==> src/rtl/dest_arbiter_if.sv <==
// rtl/dest_arbiter_if.sv - stream bundle between N source streams, the arbiter and the merged sink
//
// Purpose: groups the per-port target streams and the merged initiator stream.
// Ports (signals):
//   target_tvalid/tready/tlast [NUM_PORTS]  per-port handshake, bit i = port i
//   target_tdata [8*NUM_PORTS]              per-port byte, port i at [8i+7:8i]
//   initiator_tvalid/tready/tlast           merged stream handshake
//   initiator_tdata [8], initiator_tid      merged byte and source index
// Modports: master = arbiter side, slave = sources/sink environment side.
interface dest_arbiter_if #(
  parameter int NUM_PORTS = 8,
  parameter int TID_WIDTH = 3
);
  logic [NUM_PORTS-1:0]   target_tvalid;
  logic [NUM_PORTS-1:0]   target_tready;
  logic [NUM_PORTS-1:0]   target_tlast;
  logic [8*NUM_PORTS-1:0] target_tdata;
  logic                   initiator_tvalid;
  logic                   initiator_tready;
  logic                   initiator_tlast;
  logic [7:0]             initiator_tdata;
  logic [TID_WIDTH-1:0]   initiator_tid;

  modport master (
    input  target_tvalid, target_tlast, target_tdata, initiator_tready,
    output target_tready, initiator_tvalid, initiator_tlast, initiator_tdata, initiator_tid
  );

  modport slave (
    output target_tvalid, target_tlast, target_tdata, initiator_tready,
    input  target_tready, initiator_tvalid, initiator_tlast, initiator_tdata, initiator_tid
  );
endinterface

==> src/rtl/dest_arbiter.sv <==
// rtl/dest_arbiter.sv - packet-atomic N:1 stream arbiter tagging packets with source index on tid
//
// Purpose: merges NUM_PORTS byte streams into one, holding the grant from a
// packet's first beat to its tlast beat; one output register stage.
// Ports:
//   aclk     clock, rising edge
//   aresetn  synchronous active-low reset
//   axis     dest_arbiter_if.master: target_* inputs (ready out), initiator_* outputs
// Configuration macro: DEST_ARBITER_RR_EN - defined: round-robin from a priority
// pointer; undefined: fixed priority, lowest index wins, no pointer register.
module dest_arbiter #(
  parameter int NUM_PORTS = 8,
  parameter int TID_WIDTH = 3
) (
  input  logic            aclk,
  input  logic            aresetn,
  dest_arbiter_if.master  axis
);
  localparam int IW = (NUM_PORTS > 1) ? $clog2(NUM_PORTS) : 1;

  typedef enum logic {ST_IDLE, ST_LOCKED} state_t;

  state_t               state_q;
  logic [IW-1:0]        gnt_q;
  logic                 out_valid_q;
  logic                 out_last_q;
  logic [7:0]           out_data_q;
  logic [TID_WIDTH-1:0] out_tid_q;
`ifdef DEST_ARBITER_RR_EN
  logic [IW-1:0]        ptr_q;
  logic [IW:0]          cand;
`endif

  logic                 can_load;
  logic                 win_found;
  logic [IW-1:0]        win_idx;
  logic [IW-1:0]        sel_idx;
  logic                 sel_active;
  logic                 sel_valid;
  logic                 sel_last;
  logic [7:0]           sel_data;
  logic                 accept;
  logic [NUM_PORTS-1:0] ready_vec;

`ifdef DEST_ARBITER_RR_EN
  function automatic logic [IW-1:0] next_idx(input logic [IW-1:0] i);
    return (i == IW'(NUM_PORTS - 1)) ? '0 : i + IW'(1);
  endfunction
`endif

  // Winner among asserted valids; only consulted while IDLE.
  always_comb begin
    win_found = 1'b0;
    win_idx   = '0;
`ifdef DEST_ARBITER_RR_EN
    cand      = '0;
    for (int k = 0; k < NUM_PORTS; k++) begin
      cand = {1'b0, ptr_q} + (IW+1)'(k);
      if (cand >= (IW+1)'(NUM_PORTS)) cand = cand - (IW+1)'(NUM_PORTS);
      if (!win_found && axis.target_tvalid[cand[IW-1:0]]) begin
        win_found = 1'b1;
        win_idx   = cand[IW-1:0];
      end
    end
`else
    // Scan downwards so the lowest asserted index is the last to overwrite.
    for (int k = NUM_PORTS - 1; k >= 0; k--) begin
      if (axis.target_tvalid[IW'(k)]) begin
        win_found = 1'b1;
        win_idx   = IW'(k);
      end
    end
`endif
  end

  assign can_load = !out_valid_q || axis.initiator_tready;

  // While LOCKED the granted port keeps ready even through idle gaps, so ready
  // never depends on that port's own valid.
  always_comb begin
    sel_idx    = (state_q == ST_LOCKED) ? gnt_q : win_idx;
    sel_active = (state_q == ST_LOCKED) || win_found;
    sel_valid  = axis.target_tvalid[sel_idx];
    sel_last   = axis.target_tlast[sel_idx];
    sel_data   = axis.target_tdata[{sel_idx, 3'b000} +: 8];
    ready_vec  = '0;
    if (aresetn && sel_active && can_load) ready_vec[sel_idx] = 1'b1;
    accept     = aresetn && sel_active && can_load && sel_valid;
  end

  always_ff @(posedge aclk) begin
    if (!aresetn) begin
      state_q     <= ST_IDLE;
      gnt_q       <= '0;
      out_valid_q <= 1'b0;
      out_last_q  <= 1'b0;
      out_data_q  <= 8'h00;
      out_tid_q   <= '0;
`ifdef DEST_ARBITER_RR_EN
      ptr_q       <= '0;
`endif
    end else begin
      if (can_load) begin
        out_valid_q <= accept;
        if (accept) begin
          out_last_q <= sel_last;
          out_data_q <= sel_data;
          out_tid_q  <= TID_WIDTH'(sel_idx);
        end
      end
      case (state_q)
        ST_IDLE: begin
          if (accept) begin
            if (!sel_last) begin
              state_q <= ST_LOCKED;
              gnt_q   <= sel_idx;
            end else begin
`ifdef DEST_ARBITER_RR_EN
              ptr_q <= next_idx(sel_idx);
`endif
            end
          end
        end
        ST_LOCKED: begin
          if (accept && sel_last) begin
            state_q <= ST_IDLE;
`ifdef DEST_ARBITER_RR_EN
            ptr_q   <= next_idx(gnt_q);
`endif
          end
        end
        default: state_q <= ST_IDLE;
      endcase
    end
  end

  assign axis.target_tready    = ready_vec;
  assign axis.initiator_tvalid = out_valid_q;
  assign axis.initiator_tlast  = out_last_q;
  assign axis.initiator_tdata  = out_data_q;
  assign axis.initiator_tid    = out_tid_q;
endmodule
==> src/flat_wrapper.sv <==
// flat-port wrapper written by rule: the top's interface ports become plain ports
module dest_arbiter_flat 
#(
  parameter int NUM_PORTS = 8,
  parameter int TID_WIDTH = 3
)
  (aclk, aresetn, axis_target_tvalid, axis_target_tlast, axis_target_tdata, axis_initiator_tready, axis_target_tready, axis_initiator_tvalid, axis_initiator_tlast, axis_initiator_tdata, axis_initiator_tid);
  dest_arbiter_if #(.NUM_PORTS(NUM_PORTS), .TID_WIDTH(TID_WIDTH)) axis_i ();
  input  logic aclk;
  input  logic aresetn;
  input wire logic [$bits(axis_i.target_tvalid)-1:0] axis_target_tvalid;
  input wire logic [$bits(axis_i.target_tlast)-1:0] axis_target_tlast;
  input wire logic [$bits(axis_i.target_tdata)-1:0] axis_target_tdata;
  input wire logic [$bits(axis_i.initiator_tready)-1:0] axis_initiator_tready;
  output wire logic [$bits(axis_i.target_tready)-1:0] axis_target_tready;
  output wire logic [$bits(axis_i.initiator_tvalid)-1:0] axis_initiator_tvalid;
  output wire logic [$bits(axis_i.initiator_tlast)-1:0] axis_initiator_tlast;
  output wire logic [$bits(axis_i.initiator_tdata)-1:0] axis_initiator_tdata;
  output wire logic [$bits(axis_i.initiator_tid)-1:0] axis_initiator_tid;
  assign axis_i.target_tvalid = axis_target_tvalid;
  assign axis_i.target_tlast = axis_target_tlast;
  assign axis_i.target_tdata = axis_target_tdata;
  assign axis_i.initiator_tready = axis_initiator_tready;
  assign axis_target_tready = axis_i.target_tready;
  assign axis_initiator_tvalid = axis_i.initiator_tvalid;
  assign axis_initiator_tlast = axis_i.initiator_tlast;
  assign axis_initiator_tdata = axis_i.initiator_tdata;
  assign axis_initiator_tid = axis_i.initiator_tid;
  dest_arbiter #(.NUM_PORTS(NUM_PORTS), .TID_WIDTH(TID_WIDTH)) u_core (.aclk(aclk), .aresetn(aresetn), .axis(axis_i));
endmodule
==> config.mk <==
export PLATFORM = sky130hd
export DESIGN_NAME = dest_arbiter_flat
export DESIGN_NICKNAME = d
export VERILOG_FILES = /design/src/rtl/dest_arbiter_if.sv /design/src/rtl/dest_arbiter.sv /design/src/flat_wrapper.sv
export SDC_FILE = /design/constraint.sdc
export NUM_CORES = 1
export LEC_CHECK = 0
export BUFFER_PORTS_ARGS = -buffer_cell sky130_fd_sc_hd__clkbuf_2
export CORE_AREA = 2 2 64 66
export CTS_CLUSTER_SIZE = 24
export DETAILED_ROUTE_END_ITERATION = 12
export DIE_AREA = 0 0 66 68
export PLACE_DENSITY_LB_ADDON = 0.08
export SLEW_MARGIN = 20
export SYNTH_ARGS = -nofsm -noshare
export SYNTH_HDL_FRONTEND = slang
export SYNTH_SLANG_ARGS = --single-unit
export TNS_END_PERCENT = 20
==> constraint.sdc <==
create_clock -name aclk -period 2.31 [get_ports aclk]
set_clock_uncertainty 0.15 [all_clocks]
set_input_delay 0.462 -clock aclk [delete_from_list [all_inputs] [get_ports aclk]]
set_output_delay 0.462 -clock aclk [all_outputs]
set_load 0.02 [all_outputs]
==> results.yml, run 1 <==
clock_tree:
  cts.sinks: 17
  worstSkewPairLatency_ns: 0.24
  cts_root_buf: "clkbuf_8"
  cts_max_level: 1
  clkTransAtPathRegs_ns: 0.06
  cts_tree: "done"
  cts_made_buffers: 3
  ctsLongestPathBuffers: 2
global_route:
  antenna_found_initial: 0
  track_usage: 0.205
  grt_pass1_wl_um: 7200
  grt_max_degree: 31
  grt_pass1_vias: 1502
  overflow: 0
logic_synthesis:
  synth_area_per_cell_um2: 8.80
  synth_top_area_share: 0.231
  ys_top_cells_by_area: "mux2i_1, dfxtp_1, a211oi_2, o22ai_1, a21oi_2"
  synth_warnings: 0
  syn_inst: 177
  synth-seq-cells: 17
  syn_area_um2: 1560
  yosys.area.top_type: "mux2i_1"
  yosysUniqueCellTypes: 41
  yosysSeqAreaShare: 0.218
  synth_nets: 260
power:
  power_leakage_nw: 1.18
  ir_drop_mv: 0.512
  p_per_area_nw_per_um2: 475
sta:
  fin_crit_ns: 2.22
  slew_violations: 0
  period_share: 0.961
  setup_viol: 0
  timing.hold.ws_ns: 0.341
  timing.fmax_mhz: 451
  tightest_slew_ns: 0.566
  slew_headroom: 0.622
  hold_viol_final: 0
  rsz0062_at_grt: "false"
cells_and_area:
  drive_gt1_frac: 0.533
  layout_common_cells: "clkbuf_2, mux2i_1, dfxtp_1"
  antenna_cells: 0
  utilization: 0.578
  final_common_cell: "clkbuf_2"
  area_delta_synth_final_pct: 43.1
  fin_nets: 371
  n_fill_cell: 382
worst_setup_path:
  cp-end-kind: "output port"
  ff2ff_setup_slack_ns: 0.20
  r2r_cells: 6
  worstSetupPathType: "reg2out"
  cp_max_fo: 11
  start_kind: "flop"
  required_ns: 1.70
  worst_r2r_endpoint: "u_core.axis.initiator_tdata[5]"
  reg2reg_from: "u_core.gnt_q[0]"
  cp.arrival_ns: 1.61
route:
  remaining_drc_errors: 0
  highest_layer: "met4"
  drt_wl_total_um: 5000
  viasPerCell: 5.17
  drt_first_pass_iters: 4
  wire_per_inst_um: 14.8
  ant_nets: 0
  dr_total_vias: 1741
  dr_wl_met2_um: 2260
  wl_met3_um: 380
  met1_length_um: 2340
  first_iter_violations: 31
min_path:
  holdPathStages: 2
  hold_class: "reg2reg"
  min_to: "u_core.axis.initiator_tlast"
  worstHoldStart: "u_core.axis.initiator_tlast"
status:
  status: "completed"
die:
  io_pins: 104
  die_h_um: 68
  initial_utilization: 0.404
  die_w_um: 66
  dieArea_um2: 4490
  num_rows: 23
  core_um2: 3860
place:
  dp_hpwl_um: 4040
  io_buffers: 103
  gp_congestion: 0.808
job:
  cap_violations: 0
[cell type report]
type | count | area [um2] | share of cell area
Multi-Input combinational cell | 143 | 1110 | 0.500
Timing Repair Buffer | 120 | 656 | 0.294
Tap cell | 50 | 62.6 | 0.0281
Clock buffer | 4 | 45.0 | 0.0202
Inverter | 3 | 11.3 | 0.00505
Sequential cell | 17 | 340 | 0.153
[synthesized netlist by cell type (all sizes together)]
library cell	count
and2	1
nand2	6
mux2	2
o211a	1
dfxtp	17
nor3	7
o21ai	5
nor2b	1
nand3b	1
o32a	1
and3	1
mux2i	36
a21oi	18
buf	9
a211oi	11
nand4	1
inv	3
o31ai	2
or2	1
nor2	17
clkbuf	5
a31oi	2
nand3	4
or3	1
o22ai	16
o2111ai	1
a21o	3
a221oi	1
nand2b	3
[per-stage QoR]
| step | instance area [um2] | total power [W] | worst slack (ns) | std cells | setup TNS (ns) |
|---|---|---|---|---|---|
| global route | 2230 | 0.00112 | 0.0141 | 337 | 0 |
| CTS | 2230 | 0.00106 | 0.104 | 337 | 0 |
| floorplan | 1560 | 0.000677 | 0.179 | 177 | 0 |
| finish | 2230 | 0.00106 | 0.0910 | 337 | 0 |
| detailed placement | 2180 | 0.000846 | -0.0780 | 333 | -0.556 |
| global placement | 2180 | 0.000843 | -0.0468 | 333 | -0.263 |
[cell families after synthesis]
| group | count (synthesis) | share of synthesized area |
|---|---|---|
| buf+inv | 17 | 0.0715 |
| flops | 17 | 0.218 |
| simple gates | 44 | 0.146 |
| mux | 38 | 0.248 |
| compound gates | 61 | 0.316 |
[where the power goes]
part	internal, W	switching [W]
Sequential	0.000324	0.0000253
Combinational	0.000237	0.000256
Clock	0.000122	0.0000939
[sequential cells by signal, summed over array words and instances, names as in the netlist, named ones only]
name	cells
u_core.axis.initiator_tvalid	1
u_core.axis.initiator_tlast	1
u_core.axis.initiator_tdata	8
u_core.gnt_q	3
u_core.axis.initiator_tid	3
[critical path, cell delays in order (launching register included)]
cell	delay (ns)
dfxtp_1	0.41
buf_4	0.20
nand3b_1	0.15
buf_4	0.22
nor3_1	0.17
clkbuf_2	0.20
[how the worst max path moves through the flow]
stage	slack, ns	to	cells after the start
finish	0.09	axis_target_tready[4]	5
global route	0.01	axis_target_tready[4]	5
CTS	0.10	u_core.axis.initiator_tid[0]	6
detailed placement	-0.08	u_core.axis.initiator_tid[0]	7
global placement	-0.05	u_core.axis.initiator_tdata[4]	7
floorplan	0.18	axis_target_tready[2]	4
[metal layers]
metal / global-route usage / vias up
met5: 0 / -
met4: 0.0357 / 0
met3: 0.0263 / 4
met2: 0.336 / 72
met1: 0.291 / 771
li1: - / 894
[what timing repair did]
action,4_1_cts,5_1_grt
endpoints found under the setup margin,0,8
buffers inserted,0,0
hold buffers,0,0
resized for setup,0,1
Power figures use the tool's default switching activity.
==> run 2: changes to the inputs <==
Settings changed: ABC_AREA set to 1, BUFFER_PORTS_ARGS -buffer_cell sky130_fd_sc_hd__clkbuf_2 to unset, CORE_AREA 2 2 64 66 to 2 2 58 60, DIE_AREA 0 0 66 68 to 0 0 60 62, DONT_BUFFER_PORTS set to 1.
==> results.yml, run 2 <==
place:
  post_dp_cell_area_um2: 1470
  io_buffers: 0
  gp_congestion: 0.799
  dp_hpwl_um: 3150
sta:
  setup_viol: 0
  finalSetupTns_ns: 0
  rsz0062_at_grt: "false"
  period_share: 0.947
  tightest_slew_ns: 0.342
  timing.fmax_mhz: 457
  fin_crit_ns: 2.19
  slew_violations: 0
  hold_viol_final: 0
  slew_headroom: 0.772
route:
  remaining_drc_errors: 0
  dr_wl_met2_um: 1620
  drt_first_pass_iters: 4
  highest_layer: "met4"
  drt_wl_total_um: 3980
  first_iter_violations: 89
  met1_length_um: 1780
  viasPerCell: 5.30
  wire_per_inst_um: 13.2
  dr_total_vias: 1594
  ant_nets: 0
  wl_met3_um: 482
worst_setup_path:
  worstSetupPathType: "reg2out"
  cp.arrival_ns: 1.58
  start_kind: "flop"
  cp-end-kind: "output port"
  required_ns: 1.70
  ff2ff_setup_slack_ns: 0.28
  cp_max_fo: 19
die:
  dieArea_um2: 3720
  die_h_um: 62
  io_pins: 104
  die_w_um: 60
  initial_utilization: 0.436
  num_rows: 21
  core_um2: 3180
clock_tree:
  cts_root_buf: "clkbuf_4"
  cts_hold_buf: 0
  clkTransAtPathRegs_ns: 0.09
  worstSkewPairLatency_ns: 0.29
  post_cts_buffers: 0
  cts_max_level: 1
  cts.sinks: 17
  cts_tree: "done"
  ctsLongestPathBuffers: 2
  cts_made_buffers: 3
logic_synthesis:
  synth.most_common_cell: "nor2_1"
  async_flop_share: 0
  synth_top_area_share: 0.245
  synth_warnings: 0
  synth_nets: 331
  synthTopCellsByCount: "nor2_1, nand2_1, o21ai_1, o21ai_0, dfxtp_1"
  synthFlopType: "dfxtp_1"
  synth-seq-cells: 17
  yosysUniqueCellTypes: 21
  yosys.area.top_type: "dfxtp_1"
  synth_edf_count: 0
  syn_inst: 248
  synth_area_per_cell_um2: 5.59
  yosysSeqAreaShare: 0.245
  syn_area_um2: 1390
  ys_top_cells_by_area: "dfxtp_1, nor2_1, nand2_1, o21ai_1, o21ai_0"
cells_and_area:
  final_common_cell: "nor2_1"
  largest_register_ff_count: 8
  layout_common_cells: "nor2_1, nand2_1, o21ai_1"
  fin_nets: 339
  area_delta_synth_final_pct: 9.66
  n_fill_cell: 338
  antenna_cells: 0
  post-route-cell-area_um2: 1520
  drive_gt1_frac: 0.118
job:
  cap_violations: 0
global_route:
  grt_max_degree: 33
  grt_pass1_vias: 1304
  antenna_found_initial: 0
  overflow: 0
  grt_pass1_wl_um: 5670
  track_usage: 0.203
power:
  p_per_area_nw_per_um2: 509
  power_leakage_nw: 0.670
  ir_drop_mv: 0.500
  p_total_w: 0.000774
min_path:
  hold_class: "in2reg"
status:
  status: "completed"
-- run 2: changes by cell type in the layout (fill, tap and decap cells not counted), sizes merged, moves of 8 or more --
cell,previous run,this run
a211oi,11,0
a21oi,18,6
clkbuf,107,4
inv,3,15
mux2i,36,0
nand2,6,39
nand3,4,16
nor2,17,79
o21ai,5,45
o22ai,16,8
-- run 2: layer usage --
| layer | global-route usage | vias up |
|---|---|---|
| li1 | - | 826 |
| met1 | 0.264 | 681 |
| met2 | 0.297 | 75 |
| met3 | 0.0704 | 12 |
| met4 | 0.105 | 0 |
| met5 | 0 | - |
-- run 2: cell type report --
class,count,area [um2],area share
well taps,46,57.6,0.0379
inverters,17,71.3,0.0469
flip-flops and latches,17,344,0.226
multi-input cells,201,901,0.593
clock buffers,4,26.3,0.0173
repair buffers,16,120,0.0790
-- run 2: logic make-up after synthesis --
| family | Yosys count | synth area share |
|---|---|---|
| DFF | 17 | 0.245 |
| buffers and inverters | 30 | 0.113 |
| AOI/OAI and AO/OA | 59 | 0.223 |
| and+or+nand+nor | 142 | 0.419 |
-- run 2: repair_timing --
action / CTS / global route
pin swaps: 0 / 1
cloned: 0 / 0
gates resized for setup: 2 / 4
endpoints found under the setup margin: 4 / 5
-- run 2: path summary, 6_finish.rpt --
kind,from,end,cells past startpoint
worst max-delay path,flop,axis_target_tready[0],7
worst min-delay path,aresetn,u_core.gnt_q[0],2
worst max register to register,flop,u_core.axis.initiator_tdata[3],10
worst min register to register,u_core.gnt_q[2],u_core.gnt_q[2],2
-- run 2: worst max-delay path: stages (launching register included) --
cell and delay [ns]:
dfxtp_4 0.40, nor2_1 0.06, nand2_2 0.18, nand2_8 0.12
inv_8 0.13, nand2_1 0.11, nor2_1 0.13, buf_4 0.15
-- run 2: report_power, final --
group | leakage (nW) | total [W] | internal, W | switching [W]
clock network | 0.0150 | 0.000158 | 0.0000672 | 0.0000912
registers | 0.141 | 0.000373 | 0.000322 | 0.0000506
logic | 0.515 | 0.000243 | 0.0000853 | 0.000157
-- run 2: metrics by stage --
stage               hold slack [ns]  std cells  utilization  setup slack, ns
detailed placement            0.276        297        0.464            0.221
floorplan                     0.264        248            -            0.140
global placement              0.281        297        0.464            0.243
global route                  0.133        301        0.478          0.00908
CTS                           0.132        301        0.473           0.0337
finish                        0.136        301        0.478            0.122
